File: config.mk
export PLATFORM = sky130hd
export DESIGN_NAME = irq_ctrl_flat
export DESIGN_NICKNAME = d
export VERILOG_FILES = /design/src/rtl/irq_ctrl_pkg.sv /design/src/rtl/irq_ctrl_if.sv /design/src/rtl/irq_sync_edge.sv /design/src/rtl/irq_ctrl.sv /design/src/flat_wrapper.sv
export SDC_FILE = /design/constraint.sdc
export NUM_CORES = 1
export LEC_CHECK = 0
export ABC_CLOCK_PERIOD_IN_PS = 1510
export BUFFER_PORTS_ARGS = -buffer_cell sky130_fd_sc_hd__buf_2
export CAP_MARGIN = 20
export CORE_MARGIN = 1.5
export CORE_UTILIZATION = 51
export CTS_BUF_LIST = sky130_fd_sc_hd__clkbuf_8
export DETAILED_ROUTE_END_ITERATION = 6
export GPL_TIMING_DRIVEN = 0
export PLACE_DENSITY = 0.85
export RECOVER_POWER = 50
export SYNTH_ARGS = -nofsm -noshare
export SYNTH_HDL_FRONTEND = slang
export SYNTH_SLANG_ARGS = --single-unit
File: constraint.sdc
create_clock -name clk -period 1.51 [get_ports clk]
set_input_delay 0.302 -clock clk [delete_from_list [all_inputs] [get_ports clk]]
set_output_delay 0.302 -clock clk [all_outputs]
set_load 0.01 [all_outputs]
File: src/rtl/irq_ctrl_pkg.sv
// Shared types for the interrupt controller: FSM encoding and fixed-priority encoder.
// Priority is fixed: the lowest set bit wins.
package irq_ctrl_pkg;

  localparam int N_IRQ_DEFAULT = 8;
  localparam int PRIO_W        = 32;
  localparam int PRIO_IDX_W    = 5;

  typedef enum logic [1:0] {
    IDLE    = 2'b00,
    REQ     = 2'b01,
    SERVICE = 2'b10
  } irq_state_e;

  typedef struct packed {
    logic                  vld;
    logic [PRIO_IDX_W-1:0] idx;
  } prio_t;

  // Scanning downwards means the last hit, the lowest index, is the one kept.
  function automatic prio_t prio_enc(input logic [PRIO_W-1:0] vec);
    prio_t r;
    r = '0;
    for (int i = PRIO_W - 1; i >= 0; i--) begin
      if (vec[i]) begin
        r.vld = 1'b1;
        r.idx = PRIO_IDX_W'(i);
      end
    end
    return r;
  endfunction

endpackage

File: src/rtl/irq_ctrl_if.sv
// Interrupt line, mask and CPU request/ack/eoi bundle between sources, controller and CPU.
// slave = controller side, master = CPU/source side.
interface irq_ctrl_if import irq_ctrl_pkg::*; #(
  parameter int N_IRQ = N_IRQ_DEFAULT
) ();

  localparam int ID_W = $clog2(N_IRQ);

  logic [N_IRQ-1:0] irq_in;
  logic             mask_we;
  logic [N_IRQ-1:0] mask_d;
  logic             int_ack;
  logic             int_eoi;
  logic [N_IRQ-1:0] int_e;
  logic [N_IRQ-1:0] pending;
  logic             in_service;
  logic [ID_W-1:0]  in_service_id;

  modport slave (
    input  irq_in, mask_we, mask_d, int_ack, int_eoi,
    output int_e, pending, in_service, in_service_id
  );

  modport master (
    output irq_in, mask_we, mask_d, int_ack, int_eoi,
    input  int_e, pending, in_service, in_service_id
  );

endinterface

File: src/rtl/irq_sync_edge.sv
// Purpose: synchronise one async interrupt line and flag its rising edge.
// Latency: rise is valid SYNC_STAGES cycles after the line is sampled high.
// Backpressure: none; edges are single-cycle strobes the consumer must latch.
module irq_sync_edge #(
  parameter int SYNC_STAGES = 2
) (
  input  logic clk,
  input  logic reset,
  input  logic din,
  output logic rise
);

  logic [SYNC_STAGES-1:0] sync_q;
  logic                   prev_q;

  always_ff @(posedge clk or negedge reset) begin
    if (!reset) begin
      sync_q <= '0;
      prev_q <= 1'b0;
    end else begin
      sync_q <= {sync_q[SYNC_STAGES-2:0], din};
      prev_q <= sync_q[SYNC_STAGES-1];
    end
  end

  assign rise = sync_q[SYNC_STAGES-1] & ~prev_q;

endmodule

File: src/rtl/irq_ctrl.sv
// Purpose: latch interrupt edges, mask, prioritise and hand one one-hot request to the CPU.
// Latency: int_e rises one cycle after an unmasked event lands in pending.
// Backpressure: request held until int_ack or REQ_TIMEOUT; no new request until int_eoi.
module irq_ctrl import irq_ctrl_pkg::*; #(
  parameter int N_IRQ       = N_IRQ_DEFAULT,
  parameter int SYNC_STAGES = 2,
  parameter int REQ_TIMEOUT = 16
) (
  input  logic        clk,
  input  logic        reset,
  irq_ctrl_if.slave   bus
);

  localparam int ID_W  = $clog2(N_IRQ);
  localparam int CNT_W = $clog2(REQ_TIMEOUT);

  logic [N_IRQ-1:0] rise;
  logic [N_IRQ-1:0] pending_q;
  logic [N_IRQ-1:0] mask_q;
  logic [N_IRQ-1:0] eligible;
  logic [N_IRQ-1:0] ack_clr;
  logic [N_IRQ-1:0] req_vec;
  logic [N_IRQ-1:0] int_e_q;
  logic             in_service_q;
  irq_state_e       state_q, state_n;
  logic [ID_W-1:0]  cur_q, cur_n;
  logic [CNT_W-1:0] cnt_q, cnt_n;
  prio_t            win;

  for (genvar i = 0; i < N_IRQ; i++) begin : g_sync
    irq_sync_edge #(.SYNC_STAGES(SYNC_STAGES)) u_sync (
      .clk   (clk),
      .reset (reset),
      .din   (bus.irq_in[i]),
      .rise  (rise[i])
    );
  end

  assign eligible = pending_q & mask_q;
  assign win      = prio_enc(PRIO_W'(eligible));

  always_comb begin
    state_n = state_q;
    cur_n   = cur_q;
    cnt_n   = cnt_q;
    ack_clr = '0;
    req_vec = '0;
    unique case (state_q)
      IDLE: begin
        if (win.vld) begin
          state_n = REQ;
          cur_n   = ID_W'(win.idx);
          cnt_n   = '0;
        end
      end
      REQ: begin
        // Ack beats a simultaneous EOI; no pre-emption by newer, higher-priority lines.
        if (bus.int_ack) begin
          state_n        = SERVICE;
          ack_clr[cur_q] = 1'b1;
        end else if (!mask_q[cur_q]) begin
          state_n = IDLE;
        end else if (cnt_q == CNT_W'(REQ_TIMEOUT - 1)) begin
          state_n = IDLE;
        end else begin
          cnt_n = cnt_q + CNT_W'(1);
        end
      end
      SERVICE: begin
        if (bus.int_eoi) state_n = IDLE;
      end
      default: state_n = IDLE;
    endcase
    req_vec[cur_n] = 1'b1;
  end

  always_ff @(posedge clk or negedge reset) begin
    if (!reset) begin
      state_q      <= IDLE;
      cur_q        <= '0;
      cnt_q        <= '0;
      pending_q    <= '0;
      mask_q       <= '0;
      int_e_q      <= '0;
      in_service_q <= 1'b0;
    end else begin
      state_q      <= state_n;
      cur_q        <= cur_n;
      cnt_q        <= cnt_n;
      // A fresh edge on the acked line survives the clear.
      pending_q    <= (pending_q & ~ack_clr) | rise;
      if (bus.mask_we) mask_q <= bus.mask_d;
      int_e_q      <= (state_n == REQ) ? req_vec : '0;
      in_service_q <= (state_n == SERVICE);
    end
  end

  assign bus.int_e         = int_e_q;
  assign bus.pending       = pending_q;
  assign bus.in_service    = in_service_q;
  assign bus.in_service_id = cur_q;

endmodule

File: src/flat_wrapper.sv
// flat-port wrapper written by rule: the top's interface ports become plain ports
module irq_ctrl_flat import irq_ctrl_pkg::*;
#(
  parameter int N_IRQ       = N_IRQ_DEFAULT,
  parameter int SYNC_STAGES = 2,
  parameter int REQ_TIMEOUT = 16
)
  (clk, reset, bus_irq_in, bus_mask_we, bus_mask_d, bus_int_ack, bus_int_eoi, bus_int_e, bus_pending, bus_in_service, bus_in_service_id);
  irq_ctrl_if #(.N_IRQ(N_IRQ)) bus_i ();
  input  logic clk;
  input  logic reset;
  input wire logic [$bits(bus_i.irq_in)-1:0] bus_irq_in;
  input wire logic [$bits(bus_i.mask_we)-1:0] bus_mask_we;
  input wire logic [$bits(bus_i.mask_d)-1:0] bus_mask_d;
  input wire logic [$bits(bus_i.int_ack)-1:0] bus_int_ack;
  input wire logic [$bits(bus_i.int_eoi)-1:0] bus_int_eoi;
  output wire logic [$bits(bus_i.int_e)-1:0] bus_int_e;
  output wire logic [$bits(bus_i.pending)-1:0] bus_pending;
  output wire logic [$bits(bus_i.in_service)-1:0] bus_in_service;
  output wire logic [$bits(bus_i.in_service_id)-1:0] bus_in_service_id;
  assign bus_i.irq_in = bus_irq_in;
  assign bus_i.mask_we = bus_mask_we;
  assign bus_i.mask_d = bus_mask_d;
  assign bus_i.int_ack = bus_int_ack;
  assign bus_i.int_eoi = bus_int_eoi;
  assign bus_int_e = bus_i.int_e;
  assign bus_pending = bus_i.pending;
  assign bus_in_service = bus_i.in_service;
  assign bus_in_service_id = bus_i.in_service_id;
  irq_ctrl #(.N_IRQ(N_IRQ), .SYNC_STAGES(SYNC_STAGES), .REQ_TIMEOUT(REQ_TIMEOUT)) u_core (.clk(clk), .reset(reset), .bus(bus_i));
endmodule
==> After elaboration in Yosys (flattened, before gate mapping) <==
Cells that the tools add are included.
W data, S select, Z words.
{ "classes": {"n_addsub": 1, "n_lt_le_gt_ge": 4, "n_eq_ne": 9, "muxes": 30, "bitwise": 20, "reduce_logical": 5} }
{ "ops": {"columns": ["op", "n"], "rows": [
  ["$mux W6", 8],
  ["$mux W8", 3],
  ["$and A8 B8 Y8", 2],
  ["$mux W4", 4],
  ["$mux W2", 5],
  ["$and A1 B1 Y1", 8],
  ["$lt A3 B4 Y1 const B", 2],
  ["$not A1 Y1", 8],
  ["$not A8 Y8", 1],
  ["$or A8 B8 Y8", 1],
  ["$pmux W4 S2", 1],
  ["$demux W1 S3", 2],
  ["$ge A3 B1 Y1 const B", 2],
  ["$mux W3", 2],
  ["$pmux W2 S3", 1],
  ["$reduce_and A5 Y1", 1],
  ["$add A4 B1 Y4 const B", 1],
  ["$eq A2 B1 Y1 const B", 2],
  ["$eq A2 B2 Y1 const B", 2],
  ["$eq A4 B4 Y1 const B", 1],
  ["$ne A2 B1 Y1 const B", 2],
  ["$ne A2 B2 Y1 const B", 2],
  ["$bmux W1 S3", 1],
  ["$mux W1", 3],
  ["3 further kinds", 4]
]} }
{ "totals": {"regBits": 58, "in_bits": 21, "output_inout_bits": 20, "word_cells": 92} }

==> Depth between registers and ports, before layout <==
{ "depth": {"word_depth": 16, "mapped_depth": 6, "mapped_depth_nobuf": 6} }

==> By module <==
Synthesis repeated with hierarchy kept, for this count alone.
{ "unflattened": {"hier_cells": 168, "area_unflattened_um2": 2244.7} }
{ "by_module_without_submodules": {"columns": ["mod", "instances", "cells_each", "area_each_um2", "seq_area_each_um2"], "rows": [
  ["irq_ctrl", 1, 136, 1534.0, 850.8],
  ["irq_sync_edge", 8, 4, 88.8, 75.1]
]} }

==> Least setup slack after synthesis <==
Ideal clock, no wire load.
{ "synth_timing": {"kind": "flip-flop to flip-flop", "start": "reg u_core.cur_q[0] (netlist: u_core.bus.in_service_id[0])", "end": "reg u_core.cnt_q[2]", "setup_ps": 143, "arrival_ps": 1526, "required_ps": 1367, "setup_slack_ps": -158, "path_stages_with_launch": 7, "n_path_buf": 1, "synth_period_minus_slack_ps": 1668, "path_cell_list": "dfrtp_1 buf_4 mux2i_1 nor3_1 o311ai_0 o31a_1 a21boi_0"} }
{ "synth_via": {"elab_chain_len": 4} }
{ "synth_rtl": {"columns": ["element", "line_no", "source"], "rows": [
  ["start, declared", "irq_ctrl.sv:26", "logic [ID_W-1:0] cur_q, cur_n;"],
  ["start signal, assigned", "irq_ctrl.sv:88", "cur_q <= cur_n;"],
  ["$bmux W1 S3", "irq_ctrl.sv:61", "end else if (!mask_q[cur_q]) begin"],
  ["$mux W1 (not written as such)", "irq_ctrl.sv:61", null],
  ["$ne A2 B1 Y1 (no source line)", null, null],
  ["$reduce_and A5 Y1 (no source line)", null, null],
  ["end signal, assigned", "irq_ctrl.sv:89", "cnt_q <= cnt_n;"],
  ["end, declared", "irq_ctrl.sv:27", "logic [CNT_W-1:0] cnt_q, cnt_n;"]
]} }
No other way between the ends. The select of a mux whose other input is x is not followed.
A chain may end at the register's enable or synchronous reset.

==> Worst setup path in the final report <==
{ "layout_timing": {"start": "reg u_core.cnt_q[0]", "end": "reg u_core.int_e_q[2] (netlist: u_core.bus.int_e[2])"} }
{ "layout_via": {"elab_chain_len": 7} }
{ "layout_rtl": {"columns": ["element", "line_no", "source"], "rows": [
  ["$eq A4 B4 Y1", "irq_ctrl.sv:63", "end else if (cnt_q == CNT_W'(REQ_TIMEOUT - 1)) begin"],
  ["$mux W2", "irq_ctrl.sv:63", null],
  ["$mux W2", "irq_ctrl.sv:61", null],
  ["$mux W2", "irq_ctrl.sv:58", "if (bus.int_ack) begin"],
  ["$pmux W2 S3", "irq_ctrl.sv:48", "unique case (state_q)"],
  ["$eq A2 B1 Y1", "irq_ctrl.sv:93", "int_e_q <= (state_n == REQ) ? req_vec : '0;"],
  ["$mux W8", "irq_ctrl.sv:93", null],
  ["end signal, assigned", "irq_ctrl.sv:93", null],
  ["end, declared", "irq_ctrl.sv:23", "logic [N_IRQ-1:0] int_e_q;"]
]} }
No other way between the ends.

==> impl_summary.md <==
CTS
The H-tree level count is 3. TritonCTS built the clock tree. TritonCTS created 9 clock buffers. The CTS sink count is 58.

In this run the deepest clock path goes through 2 buffers. The insertion delay of the later-clocked pin in the worst-skew pair is 340 ps. The root buffer cell chosen for the clock tree is sky130_fd_sc_hd__clkbuf_8. Clock-pin slew was measured on the worst setup and hold paths at 60 ps.

Placed design
The HPWL after detailed placement is 2897 um. In this run the cell area measured after placement is 2441 um2. The number of buffers added on ports is 39.

The routability congestion estimate is 0.8111. The number of placed instances, taps included, is 254.

Hold path
The hold path endpoint is u_core.g_sync[7].u_sync.sync_q[0]. The type of the tightest min-delay check is in2reg. The number of cells traversed by the worst hold path is 1. The start point of the worst hold path is bus_irq_in[7].

Logic synthesis
After synthesis, the netlist uses 40 different library cells. For this run, the register share of the synthesized area comes to 0.6764. The top-area cell type share of the netlist area is 0.6764.

The net count of the mapped netlist is 186. Among all flip-flop cells after synthesis, the most frequent one is sky130_fd_sc_hd__dfrtp_1. The number of synthesized register bits is 58. By area the synthesized netlist is led by sky130_fd_sc_hd__dfrtp_1 (68%), sky130_fd_sc_hd__mux2_2 (4.2%), sky130_fd_sc_hd__o21ai_0 (3.7%), sky130_fd_sc_hd__inv_1 (2.1%), sky130_fd_sc_hd__nand2_1 (1.9%). The number of synthesized flops with an enable pin is 0. The count of mapped cells out of synthesis is 164. The synthesized netlist occupies a cell area of 2146 um2. Counting flops with an async set or reset pin after synthesis yields a share of 1.000. After synthesis, the mean cell area works out to 13.08 um2. sky130_fd_sc_hd__dfrtp_1 takes more of the synthesized area than any other cell. The total of warnings raised by yosys is 0.

Setup path
The worst register-to-register path begins at u_core.cnt_q[0]. The worst-case register-to-register setup slack is -260 ps. The buffers plus inverters on the worst setup path is 1. The critical path goes through ha_2 -> nand3_1 -> and2_1 -> o31ai_4 -> buf_6 -> or2_4 -> a211oi_2. Grouping stages by cell kind, the critical path spends the most delay in simple AND/OR/NAND/NOR gates. In this run the critical register-to-register path is captured at u_core.bus.int_e[2]. The category of the worst setup path capture point is a register. The worst reg2reg path depth is 7. The largest incremental delay on the critical path is 430 ps. The worst endpoint required time is 1760 ps. STA classifies the critical path startpoint as a register.

The maximum fanout along the worst path is 5. The master of the slowest instance on the critical path is sky130_fd_sc_hd__dfrtp_1. Data arrives at the worst endpoint at 2020 ps.

The critical path is of the reg2reg type.

Final layout
The most common library cell in the layout ignoring fill and taps is sky130_fd_sc_hd__dfrtp_1. In the layout the commonest cells are sky130_fd_sc_hd__dfrtp_1 (56), sky130_fd_sc_hd__buf_2 (39), sky130_fd_sc_hd__buf_4 (21). The fraction of layout cells with a size suffix above 1 is 0.4939. The relative area change from synthesis to final layout is 42.57%. The antenna cell count is 0. The area of all placed cells without fillers is 3059 um2. In the final design database the tool counted 262 nets.

Measured on the finished design, the core utilization comes to 0.7593. The post-layout instance count excluding filler cells is 295.

Timing
The total of endpoints with negative setup slack in the final report is 14. Summed over all failing endpoints, the final setup total negative slack is -2908 ps. The final worst slack is -264.5 ps. The ratio of final minimum period to clock period is 1.175. The headroom to the max-slew limit is 0.5925. The transition at the pin with the smallest max-transition slack is 611.2 ps. Based on the critical path, the design can be clocked at up to 563.5 MHz.

Subtracting the final worst setup slack from the clock period gives 1775 ps. The hold violation total from the final report is 0. Setup repair after global routing could not meet its margin everywhere. The count of pins over their slew limit is 0. The maximum clock skew at final layout is 11.51 ps.

Power and ir drop
For this design the static power due to leakage is 1.408 nW. The internal power summed over all cells is 3.993 mW. The completed layout was analyzed and its total power is 6.035 mW. The relative contribution of sequential cells to total power is 0.347.

IR analysis of the VDD net gives a maximum drop of 0.001229 V. The switching power total is 2.042 mW. The switching portion of total power is 0.3384. The power density normalized to cell area is 1973 nW/um2.

The share of total power dissipated in combinational logic is 0.376. The clock network power share is 0.278.

Route
The DRC violation total after the first TritonRoute iteration is 125. Before antenna repair, the detailed router went through 4 iterations. Once detail routing completed, the nets flagged for antenna violations numbered 0. Summed over all layers, the routed wires come to 5371 um. The average wire per standard cell is 18.21 um. The number of DRC violations after detailed routing is 0.

For this block, the via count after detailed routing is 1692. Using the TritonRoute via totals, the vias-per-cell ratio works out to 5.736.

Outcome
The checks that failed: setup timing. The run finished, with violations left.

Global route
The overall routing resource usage is 0.2364. In the global route stage, met3 resource usage came out at 0.08388. The total overflow reported by the global router is 0. The first-pass GRT wire length is 7583 um.

The number of antenna violations at the first check in global routing is 0. The maximum number of pins on one net before global-route repair is 33. The met1 usage is 0.2455. The via count of the first global-routing pass is 1624. In the global route stage, met2 resource usage came out at 0.4081. The global routing stage identified its most utilized layer as met2.

Floorplan
The width of the chip is 67.87 um. The height of the die is 67.87 um. The die outline area is 4606 um2.

The effective utilization at floorplan is 0.5326. The core region is 4029 um2. The total I/O pin count is 41. In this run the core area contains 23 standard-cell rows.

Job
Across the run, the number of max-cap violations was 0.
## metrics by stage
step           setup WS [ps]  hold WS [ps]
2_1_floorplan         -119.7         6.409
3_3_place_gp          -261.0         331.7
3_5_place_dp          -377.8         336.5
4_1_cts               -150.2         52.59
5_1_grt               -319.6         47.96
6_report              -264.5         67.25
## sequential cells by signal, summed over array words and instances (netlist names)
name,flops
u_core.mask_q,8
u_core.bus.pending,8
u_core.state_q,2
u_core.g_sync.u_sync.prev_q,8
u_core.g_sync.u_sync.sync_q,16
u_core.bus.in_service,1
u_core.bus.int_e,8
u_core.bus.in_service_id,3
u_core.cnt_q,4
## timing repair
action	CTS	global route
buffers inserted	10	15
hold endpoints to repair	26	0
hold buffers	1	0
cloned	0	0
endpoints found under the setup margin	14	17
resized for setup	24	19
pin swaps	10	6
## kinds of logic after synthesis
logic type | Yosys count | share of synthesized area
fa+ha+maj | 1 | 0.005830
buf+inv | 15 | 0.02857
flops | 58 | 0.6764
compound gates | 46 | 0.1493
mux | 12 | 0.06064
simple gates | 32 | 0.07931
## layout make-up
type,count,area [um2]
Sequential cell,58,1454
Fill cell,247,969.7
Multi-Input combinational cell,91,824.5
Timing Repair Buffer,66,424.2
Clock buffer,9,123.9
Clock inverter,7,110.1
Tap cell,50,62.56
Inverter,12,45.04
Buffer,2,15.01
## cell usage after synthesis, types with 2 or more instances
library cell / number
sky130_fd_sc_hd__dfrtp_1: 58
sky130_fd_sc_hd__o21ai_0: 16
sky130_fd_sc_hd__inv_1: 12
sky130_fd_sc_hd__nand2_1: 11
sky130_fd_sc_hd__mux2_2: 8
sky130_fd_sc_hd__a21oi_1: 4
sky130_fd_sc_hd__a22oi_1: 4
sky130_fd_sc_hd__mux2i_1: 4
sky130_fd_sc_hd__nand3_1: 4
sky130_fd_sc_hd__o31ai_1: 4
sky130_fd_sc_hd__o22ai_1: 3
sky130_fd_sc_hd__a211oi_1: 2
sky130_fd_sc_hd__a21boi_0: 2
sky130_fd_sc_hd__a32o_1: 2
sky130_fd_sc_hd__and2_1: 2
sky130_fd_sc_hd__and3_1: 2
sky130_fd_sc_hd__nor2_1: 2
sky130_fd_sc_hd__nor2b_1: 2
## routing by layer
| layer | vias to the layer above | wire length [um] | part of all wire |
|---|---|---|---|
| met5 | - | 0 | 0 |
| met4 | 0 | 248 | 0.046 |
| met3 | 27 | 291 | 0.054 |
| met2 | 76 | 2899 | 0.54 |
| met1 | 843 | 1931 | 0.36 |
| li1 | 746 | - | - |
## power by group through the flow
stage               clock network (mW)  logic, mW  registers [mW]
floorplan                            0      0.771            2.13
CTS                               1.69       1.67            2.07
finish                            1.68       2.27            2.09
detailed placement                   0       1.26            2.10
global placement                     0       1.22            2.08
global route                      1.76       2.42            2.13
## worst max path at each step
stage / startpoint / to / slack [ps] / depth (start not counted)
after floorplan: u_core.bus.in_service_id[0] / u_core.bus.int_e[3] / -120 / 6
after global placement: u_core.bus.in_service_id[2] / u_core.bus.int_e[2] / -260 / 5
after detailed placement: u_core.mask_q[6] / u_core.bus.int_e[2] / -380 / 5
after CTS: u_core.mask_q[6] / u_core.bus.int_e[3] / -150 / 7
after global routing: u_core.mask_q[6] / u_core.bus.int_e[3] / -320 / 6
final: u_core.cnt_q[0] / u_core.bus.int_e[2] / -260 / 7
Power figures use the tool's default switching activity.
